**src/rtl/dpcm_pkg.sv**
```systemverilog
// rtl/dpcm_pkg.sv - shared encoding types and difference encoder for the DPCM path
package dpcm_pkg;

  typedef enum logic {
    DPCM_TWOS    = 1'b0,
    DPCM_SIGNMAG = 1'b1
  } dpcm_enc_e;

  localparam int DPCM_MAX_W = 32;

  // Result is valid in bits [width:0]; the caller truncates to its own WIDTH+1.
  function automatic logic [DPCM_MAX_W:0] encode_diff(
    input logic [DPCM_MAX_W-1:0] sample,
    input logic [DPCM_MAX_W-1:0] pred,
    input dpcm_enc_e             mode,
    input int                    width
  );
    logic [DPCM_MAX_W:0] diff;
    logic [DPCM_MAX_W:0] mag;
    logic                neg;
    diff = {1'b0, sample} - {1'b0, pred};
    neg  = (pred > sample);
    mag  = neg ? ({1'b0, pred} - {1'b0, sample}) : diff;
    if (mode == DPCM_TWOS) begin
      return diff;
    end
    return mag | ((DPCM_MAX_W+1)'(neg) << width);
  endfunction

endpackage

```
**src/rtl/dpcm_pred_bank.sv**
```systemverilog
// rtl/dpcm_pred_bank.sv - per-channel predictor array, combinational read, synchronous write
module dpcm_pred_bank
  import dpcm_pkg::*;
#(
  parameter int WIDTH    = 8,
  parameter int CHANNELS = 4,
  parameter int CH_W     = (CHANNELS > 1) ? $clog2(CHANNELS) : 1
) (
  input  logic             clk,
  input  logic             rst,
  input  logic [CH_W-1:0]  i_rd_addr,
  output logic [WIDTH-1:0] o_rd_data,
  input  logic             i_wr_en,
  input  logic [CH_W-1:0]  i_wr_addr,
  input  logic [WIDTH-1:0] i_wr_data
);

  logic [WIDTH-1:0] r_pred [CHANNELS];
  logic             w_rd_ok;
  logic             w_wr_ok;

  assign w_rd_ok = (32'(i_rd_addr) < CHANNELS);
  assign w_wr_ok = (32'(i_wr_addr) < CHANNELS);

  always_comb begin
    o_rd_data = '0;
    if (w_rd_ok) begin
      o_rd_data = r_pred[i_rd_addr];
    end
  end

  always_ff @(posedge clk) begin
    if (rst) begin
      for (int i = 0; i < CHANNELS; i++) begin
        r_pred[i] <= '0;
      end
    end else if (i_wr_en && w_wr_ok) begin
      r_pred[i_wr_addr] <= i_wr_data;
    end
  end

endmodule

```
**src/rtl/dpcm_diff_mc.sv**
```systemverilog
// rtl/dpcm_diff_mc.sv - multi-channel DPCM difference encoder; optional DPCM_RESYNC_EN adds Resync/ResyncOut
module dpcm_diff_mc
  import dpcm_pkg::*;
#(
  parameter int WIDTH      = 8,
  parameter int CHANNELS   = 4,
  parameter int CH_W       = (CHANNELS > 1) ? $clog2(CHANNELS) : 1,
  parameter bit SIGNED_OUT = 1'b1
) (
  input  logic             clk,
  input  logic             rst,
  input  logic             Valid,
  output logic             Ready,
  input  logic [WIDTH-1:0] DataIn,
  input  logic [CH_W-1:0]  ChanIn,
`ifdef DPCM_RESYNC_EN
  input  logic             Resync,
  output logic             ResyncOut,
`endif
  output logic             OutValid,
  input  logic             OutReady,
  output logic [WIDTH:0]   DataOut,
  output logic [CH_W-1:0]  ChanOut
);

  localparam dpcm_enc_e ENC = SIGNED_OUT ? DPCM_TWOS : DPCM_SIGNMAG;

  logic             r_out_valid;
  logic [WIDTH:0]   r_data;
  logic [CH_W-1:0]  r_chan;

  logic             w_accept;
  logic             w_in_range;
  logic             w_load;
  logic             w_emit;
  logic [WIDTH-1:0] w_pred;
  logic [WIDTH-1:0] w_pred_eff;
  logic [WIDTH:0]   w_enc;

  assign Ready      = ~r_out_valid | OutReady;
  assign w_accept   = Valid & Ready;
  assign w_in_range = (32'(ChanIn) < CHANNELS);
  // Out-of-range channels are consumed from the input but never produce output.
  assign w_load     = w_accept & w_in_range;
  assign w_emit     = r_out_valid & OutReady;

  dpcm_pred_bank #(
    .WIDTH    (WIDTH),
    .CHANNELS (CHANNELS),
    .CH_W     (CH_W)
  ) u_pred_bank (
    .clk       (clk),
    .rst       (rst),
    .i_rd_addr (ChanIn),
    .o_rd_data (w_pred),
    .i_wr_en   (w_load),
    .i_wr_addr (ChanIn),
    .i_wr_data (DataIn)
  );

`ifdef DPCM_RESYNC_EN
  logic r_resync;
  assign w_pred_eff = Resync ? '0 : w_pred;
  assign ResyncOut  = r_resync;

  always_ff @(posedge clk) begin
    if (rst) begin
      r_resync <= 1'b0;
    end else if (w_load) begin
      r_resync <= Resync;
    end
  end
`else
  assign w_pred_eff = w_pred;
`endif

  assign w_enc = (WIDTH+1)'(encode_diff(DPCM_MAX_W'(DataIn), DPCM_MAX_W'(w_pred_eff), ENC, WIDTH));

  always_ff @(posedge clk) begin
    if (rst) begin
      r_out_valid <= 1'b0;
      r_data      <= '0;
      r_chan      <= '0;
    end else if (w_load) begin
      r_out_valid <= 1'b1;
      r_data      <= w_enc;
      r_chan      <= ChanIn;
    end else if (w_emit) begin
      r_out_valid <= 1'b0;
    end
  end

  assign OutValid = r_out_valid;
  assign DataOut  = r_data;
  assign ChanOut  = r_chan;

endmodule
```
**config.mk**
```make
export PLATFORM = sky130hd
export DESIGN_NAME = dpcm_diff_mc
export DESIGN_NICKNAME = d
export VERILOG_FILES = /design/src/rtl/dpcm_pkg.sv /design/src/rtl/dpcm_pred_bank.sv /design/src/rtl/dpcm_diff_mc.sv
export SDC_FILE = /design/constraint.sdc
export NUM_CORES = 1
export LEC_CHECK = 0
export BUFFER_PORTS_ARGS = -buffer_cell sky130_fd_sc_hd__buf_2
export CORE_MARGIN = 10
export CORE_UTILIZATION = 61
export CTS_CLUSTER_SIZE = 20
export DETAILED_ROUTE_END_ITERATION = 8
export PLACE_DENSITY = 0.86
export SETUP_SLACK_MARGIN = 0.15
export SKIP_CTS_REPAIR_TIMING = 1
export SLEW_MARGIN = 25
export SYNTH_ARGS = -nofsm -noshare
export SYNTH_HDL_FRONTEND = slang
export SYNTH_SLANG_ARGS = --single-unit
```
**constraint.sdc**
```tcl
create_clock -name clk -period 5.4 [get_ports clk]
set_input_delay 0.81 -clock clk [delete_from_list [all_inputs] [get_ports clk]]
set_output_delay 0.81 -clock clk [all_outputs]
set_load 0.02 [all_outputs]
```
==> impl_metrics.csv, run 1 <==
group,metric,value,unit
timing,hold_viol,0,
global_routing,antenna_found_initial,0,
logic_synthesis,yosys.area.top_type,"edfxtp_1",
cts,cts-root-buf,"clkbuf_4",
logic_synthesis,synthFlopType,"edfxtp_1",
timing,worst_pin_slew,892,ps
floorplanning,num_rows,21,
floorplanning,start_util,0.638,
timing,finalWorstSetupSlack,2420,ps
global_routing,grt_max_degree,16,
timing,min_period,2980,ps
logic_synthesis,ys_seq_area_frac,0.556,
power,powerDensity,290,mW/mm^2
finish,final-seq-area,0.00120,mm^2
floorplanning,die_h,79.5,um
setup_path,path_max_fanout,15,
outcome,outcome,"completed",
finish,area_growth_syn_to_layout,10.0,%
timing,slew_viol_final,0,
logic_synthesis,yosys-top-cells-area,"edfxtp_1 (44%), dfxtp_1 (11%), mux4_2 (8.3%)",
logic_synthesis,syn_inst,169,
cts,insertion_delay,360,ps
floorplanning,die_x,79.5,um
cts,cts_max_level,2,
place,io_buffers,26,
global_routing,grt_pass1_vias,1532,
logic_synthesis,synth_common_cells,"edfxtp_1 (32), and2_1 (28), dfxtp_1 (12)",
floorplanning,die-area,0.00633,mm^2
min_path,whs_path_depth,2,
finish,final_util,0.702,
logic_synthesis,syn-cell-area,0.00216,mm^2
logic_synthesis,synth_top_area_share,0.444,
floorplanning,io_pins,27,
timing,fmax,0.335,GHz
drt,drc,0,
timing,slew_headroom,0.405,
global_routing,grt_pass1_wl,7.50,mm
timing,fin_skew,9.55,ps
logic_synthesis,syn-num-nets,192,
floorplanning,core_area,0.00339,mm^2
setup_path,path_class,"input pin to flip-flop",
timing,rsz0062_at_grt,"no",
cts,cts_buffers,5,
finish,layout.nets,219,
place,pre_cts_slack,2130,ps
power,ir_worst_vdd,0.000181,V
job,maxCapViolCount,0,
timing,finalSetupTns,0,ps
drt,drt_iter0_drc,156,
logic_synthesis,yosysMostFrequentCell,"edfxtp_1",
place,dp_hpwl,3.30,mm
drt,wl_per_cell,18.6,um
setup_path,reg2reg_depth,8,
min_path,hold_class,"flip-flop to flip-flop",
cts,clkTransAtPathRegs,120,ps
logic_synthesis,ys_seq_elements,44,
logic_synthesis,synthArstFlopShare,0,
finish,postLayoutCellArea,0.00238,mm^2
setup_path,cp.required,5670,ps
logic_synthesis,synth.distinct_cells,35,
place,dpl_cell_area,0.00232,mm^2
finish,antenna_cells,0,
global_routing,grt_usage,0.153,
logic_synthesis,synth_edf_count,32,
global_routing,gr-total-overflow,0,
finish,multi_input_comb_area,893,um^2
setup_path,crit_path_end_kind,"flip-flop",
cts,cts_tree,"done",
timing,period_share,0.552,
timing,setup_viol,0,
drt,ant_nets,0,
finish,layout-drive-gt1-share,0.245,
setup_path,startpoint_type,"input pin",
cts,cts_buffer_depth,2,
drt,first_pass_iters,4,
setup_path,cp_data_arrival_time,3250,ps
cts,clock-sinks,44,
place,routabilityCongestion,0.894,
drt,vias,1449,
logic_synthesis,yosysWarnings,0,
drt,post_drt_via_cell_ratio,5.99,
finish,fillers,246,
drt,routed_wl,4.50,mm
logic_synthesis,syn_area_per_cell,12.8,um^2
power,p_leak,0.000958,uW
-- kinds of logic (layout without fill, tap and decap cells) --
logic type      after synthesis  count (layout)  synth area share
simple gates                 60              60             0.171
flops                        44              44             0.556
compound gates               30              30            0.0995
buf+inv                      17              44            0.0312
fa+ha+maj                     9               9            0.0556
mux                           8               8            0.0833
xor+xnor                      1               1           0.00405
-- sequential cells by signal, indices dropped and copies added, names as in the netlist --
register,flops
u_pred_bank.r_pred,32
DataOut,9
ChanOut,2
OutValid,1
-- critical path: stages --
cell	delay, ps
buf_2	340
mux4_2	550
ha_1	260
fa_1	430
nor2b_1	230
o31ai_2	120
a21oi_1	190
o21ai_0	110
a22o_1	200
-- through the flow --
stage | total power [uW] | std cells | hold WS, ps
5_1_grt | 718 | 242 | 488
4_1_cts | 689 | 242 | 457
6_report | 689 | 242 | 456
3_5_place_dp | 535 | 235 | 440
3_3_place_gp | 529 | 235 | 438
2_1_floorplan | 494 | 169 | 526
-- worst paths after layout --
kind | startpoint | end | slack [ps]
worst max-delay path | ChanIn[0] | DataOut[8] | 2420
worst min-delay path | DataOut[6] | DataOut[6] | 460
worst max register to register | u_pred_bank.r_pred[3][0] | DataOut[8] | 2890
worst min register to register | DataOut[6] | DataOut[6] | 460
-- per-layer routing --
| layer | vias up | routed length [um] | GRT usage |
|---|---|---|---|
| met5 | - | 0 | 0 |
| met1 | 716 | 1740 | 0.166 |
| met3 | 12 | 282 | 0.0518 |
| met4 | 0 | 102 | 0.0538 |
| met2 | 47 | 2380 | 0.269 |
| li1 | 674 | - | - |
-- power breakdown --
part,leakage [uW],switching [uW],internal [uW]
clock,0.0000318,100,59.8
combinational,0.000498,79.1,55.1
sequential,0.000428,8.54,386
-- layout make-up --
| type | instances | area share |
|---|---|---|
| clock buffers | 6 | 0.0216 |
| clock inverters | 1 | 0.00158 |
| inverters | 11 | 0.0174 |
| multi-input cells | 108 | 0.376 |
| flip-flops and latches | 44 | 0.505 |
| well taps | 46 | 0.0242 |
| repair buffers | 26 | 0.0547 |
-- cells in the final DEF (no fill, tap or decap) --
cell type  count
o21a_2         1
o21a_1         1
nand2_1        7
fa_1           1
clkinv_1       1
a31oi_1        1
nor3b_1        1
or3b_1         1
nor3_1         1
a21boi_1       1
clkbuf_8       1
xor2_1         1
buf_2         26
or2_1          5
a32o_1         4
nor3_2         1
o31ai_2        2
nor4_1         2
nor2_1         7
ha_1           8
o21ai_1        4
and2_1        28
nor2b_4        1
a41o_1         1
nand2b_2       1
nor3b_2        2
or3_1          2
o21ai_0        7
inv_1         11
nor2b_1        1
dfxtp_1       12
edfxtp_1      32
mux4_2         8
clkbuf_4       5
a21oi_1        4
a311oi_1       1
a22o_1         3
Note: power is estimated with default switching activity, not from simulation.
==> run 2: changes to the inputs <==
--- a/config.mk
+++ b/config.mk
@@ -7,10 +7,10 @@
 export LEC_CHECK = 0
 export BUFFER_PORTS_ARGS = -buffer_cell sky130_fd_sc_hd__buf_2
 export CORE_MARGIN = 10
-export CORE_UTILIZATION = 61
+export CORE_UTILIZATION = 57
 export CTS_CLUSTER_SIZE = 20
 export DETAILED_ROUTE_END_ITERATION = 8
-export PLACE_DENSITY = 0.86
+export PLACE_DENSITY = 0.82
 export SETUP_SLACK_MARGIN = 0.15
 export SKIP_CTS_REPAIR_TIMING = 1
 export SLEW_MARGIN = 25
==> constraint.sdc (replaced) <==
create_clock -name clk -period 2.9 [get_ports clk]
set_input_delay 0.435 -clock clk [delete_from_list [all_inputs] [get_ports clk]]
set_output_delay 0.435 -clock clk [all_outputs]
set_load 0.02 [all_outputs]
==> run 2 against run 1 <==
- final cell count grew 2.9%
- sequential power grew 86%
- critical path depth grew 1
- clock power grew 130%
- register-to-register slack lost 2400 ps
- combinational power grew 89%
- die area grew 5.2%
==> impl_metrics.csv, run 2 (synthesis gave the netlist of run 1 again) <==
group,metric,value,unit
timing,setup_viol,0,
finish,layout.nets,223,
cts,cts_tree,"done",
drt,wl_per_cell,18.4,um
finish,post_layout_nonfiller_instances,249,
timing,fmax,0.401,GHz
timing,slew_headroom,0.405,
min_path,hold_class,"input pin to flip-flop",
global_routing,grt_pass1_wl,7.46,mm
finish,antenna_cells,0,
min_path,hold_path_end,"OutValid",
cts,cts_buffers,5,
timing,slew_viol_final,0,
cts,clock-sinks,44,
place,routabilityCongestion,0.888,
global_routing,grt_max_degree,16,
job,maxCapViolCount,0,
finish,fillers,278,
timing,min_period,2500,ps
cts,insertion_delay,290,ps
cts,cts_buffer_depth,2,
timing,hold_ws,393,ps
setup_path,slowest_delay,510,ps
finish,largest_reg_flops,32,
drt,post_drt_via_cell_ratio,5.83,
finish,final_common_cell,"edfxtp_1",
drt,drc,0,
finish,regMostFlops,"u_pred_bank.r_pred",
place,dp.cells,241,
timing,fin_skew,8.60,ps
timing,hold_viol,0,
min_path,whs_path_depth,2,
power,ir_worst_vdd,0.000347,V
setup_path,reg2reg_setup_slack,480,ps
floorplanning,io_pins,27,
place,io_buffers,26,
setup_path,rr_startpoint,"u_pred_bank.r_pred[3][1]",
setup_path,startpoint_type,"input pin",
setup_path,path_class,"input pin to flip-flop",
timing,period_share,0.861,
floorplanning,die_x,81.6,um
global_routing,grt_usage,0.148,
finish,area_growth_syn_to_layout,12.7,%
cts,cts-root-buf,"clkbuf_8",
cts,clkTransAtPathRegs,80,ps
finish,mostFrequentLayoutCells,"edfxtp_1 (32), and2_1 (28), buf_2 (26)",
floorplanning,core_area,0.00366,mm^2
setup_path,path_cells,"buf_2, buf_4, mux4_2, inv_1, ha_1, nor3_1, or2_1, a31oi_1, or3_1, a32o_1",
floorplanning,num_rows,22,
drt,ant_nets,0,
global_routing,antenna_found_initial,0,
floorplanning,die-area,0.00666,mm^2
cts,cts_max_level,2,
setup_path,cp_slowest_cell,"mux4_2",
timing,worst_pin_slew,889,ps
outcome,outcome,"completed",
setup_path,cp_num_buf_inv,3,
power,p_leak,0.000987,uW
global_routing,gr-total-overflow,0,
power,powerDensity,553,mW/mm^2
drt,routed_wl,4.57,mm
global_routing,grt_pass1_vias,1528,
setup_path,path_max_fanout,9,
floorplanning,die_h,81.6,um
timing,finalWorstSetupSlack,404,ps
setup_path,crit_path_end_kind,"flip-flop",
place,dp_hpwl,3.39,mm
setup_path,rr_endpoint,"DataOut[5]",
drt,drt_iter0_drc,122,
floorplanning,start_util,0.591,
setup_path,cp_data_arrival_time,2690,ps
min_path,worstHoldStart,"rst",
timing,finalSetupTns,0,ps
place,pre_cts_slack,105,ps
setup_path,reg2reg_depth,8,
finish,layout-drive-gt1-share,0.254,
setup_path,cp.required,3090,ps
timing,rsz0062_at_grt,"no",
drt,first_pass_iters,4,
setup_path,crit_family,"simple AND/OR/NAND/NOR gates",
drt,vias,1452,
run 2: power breakdown:
| group | total (uW) | switching, uW | internal [uW] |
|---|---|---|---|
| logic | 253 | 148 | 105 |
| registers | 734 | 15.6 | 719 |
| clock network | 360 | 192 | 168 |
run 2: how the worst max path moves through the flow:
stage | cells after the start | to | slack [ps] | startpoint
global route | 10 | DataOut[7] | 280 | ChanIn[0]
detailed placement | 10 | DataOut[7] | 100 | ChanIn[0]
floorplan | 10 | DataOut[8] | 200 | ChanIn[0]
finish | 10 | DataOut[7] | 400 | ChanIn[0]
CTS | 10 | DataOut[7] | 420 | ChanIn[0]
global placement | 10 | DataOut[7] | 170 | ChanIn[0]
run 2: worst register-to-register path, cell delays in order, from the launching register on:
cell      delay [ps]
edfxtp_1         370
mux4_2           520
inv_1             80
ha_1             220
nor2b_4          130
o31ai_2          290
a21boi_1         140
or3_1            320
a32o_1           250
run 2: per-layer routing:
layer / GRT usage / routed length (um) / up-vias
met2: 0.253 / 2310 / 46
met1: 0.170 / 1860 / 719
met3: 0.0469 / 350 / 7
li1: - / - / 680
met5: 0 / 0 / -
met4: 0.0527 / 51 / 0
run 2: cell type report:
class	count	area, um^2	area share
clock buffer	7	76.3	0.0313
multi-input combinational	108	893	0.367
sequential	44	1200	0.493
clock inverter	1	3.75	0.00154
timing repair buffer	30	160	0.0657
tap	48	60.1	0.0247
inverter	11	41.3	0.0169
run 2: through the flow:
step / util / total power [uW] / area (um^2)
finish: 0.665 / 1350 / 2440
global route: 0.665 / 1410 / 2440
CTS: 0.665 / 1350 / 2440
detailed placement: 0.644 / 1000 / 2360
global placement: 0.644 / 988 / 2360
floorplan: - / 920 / 2160
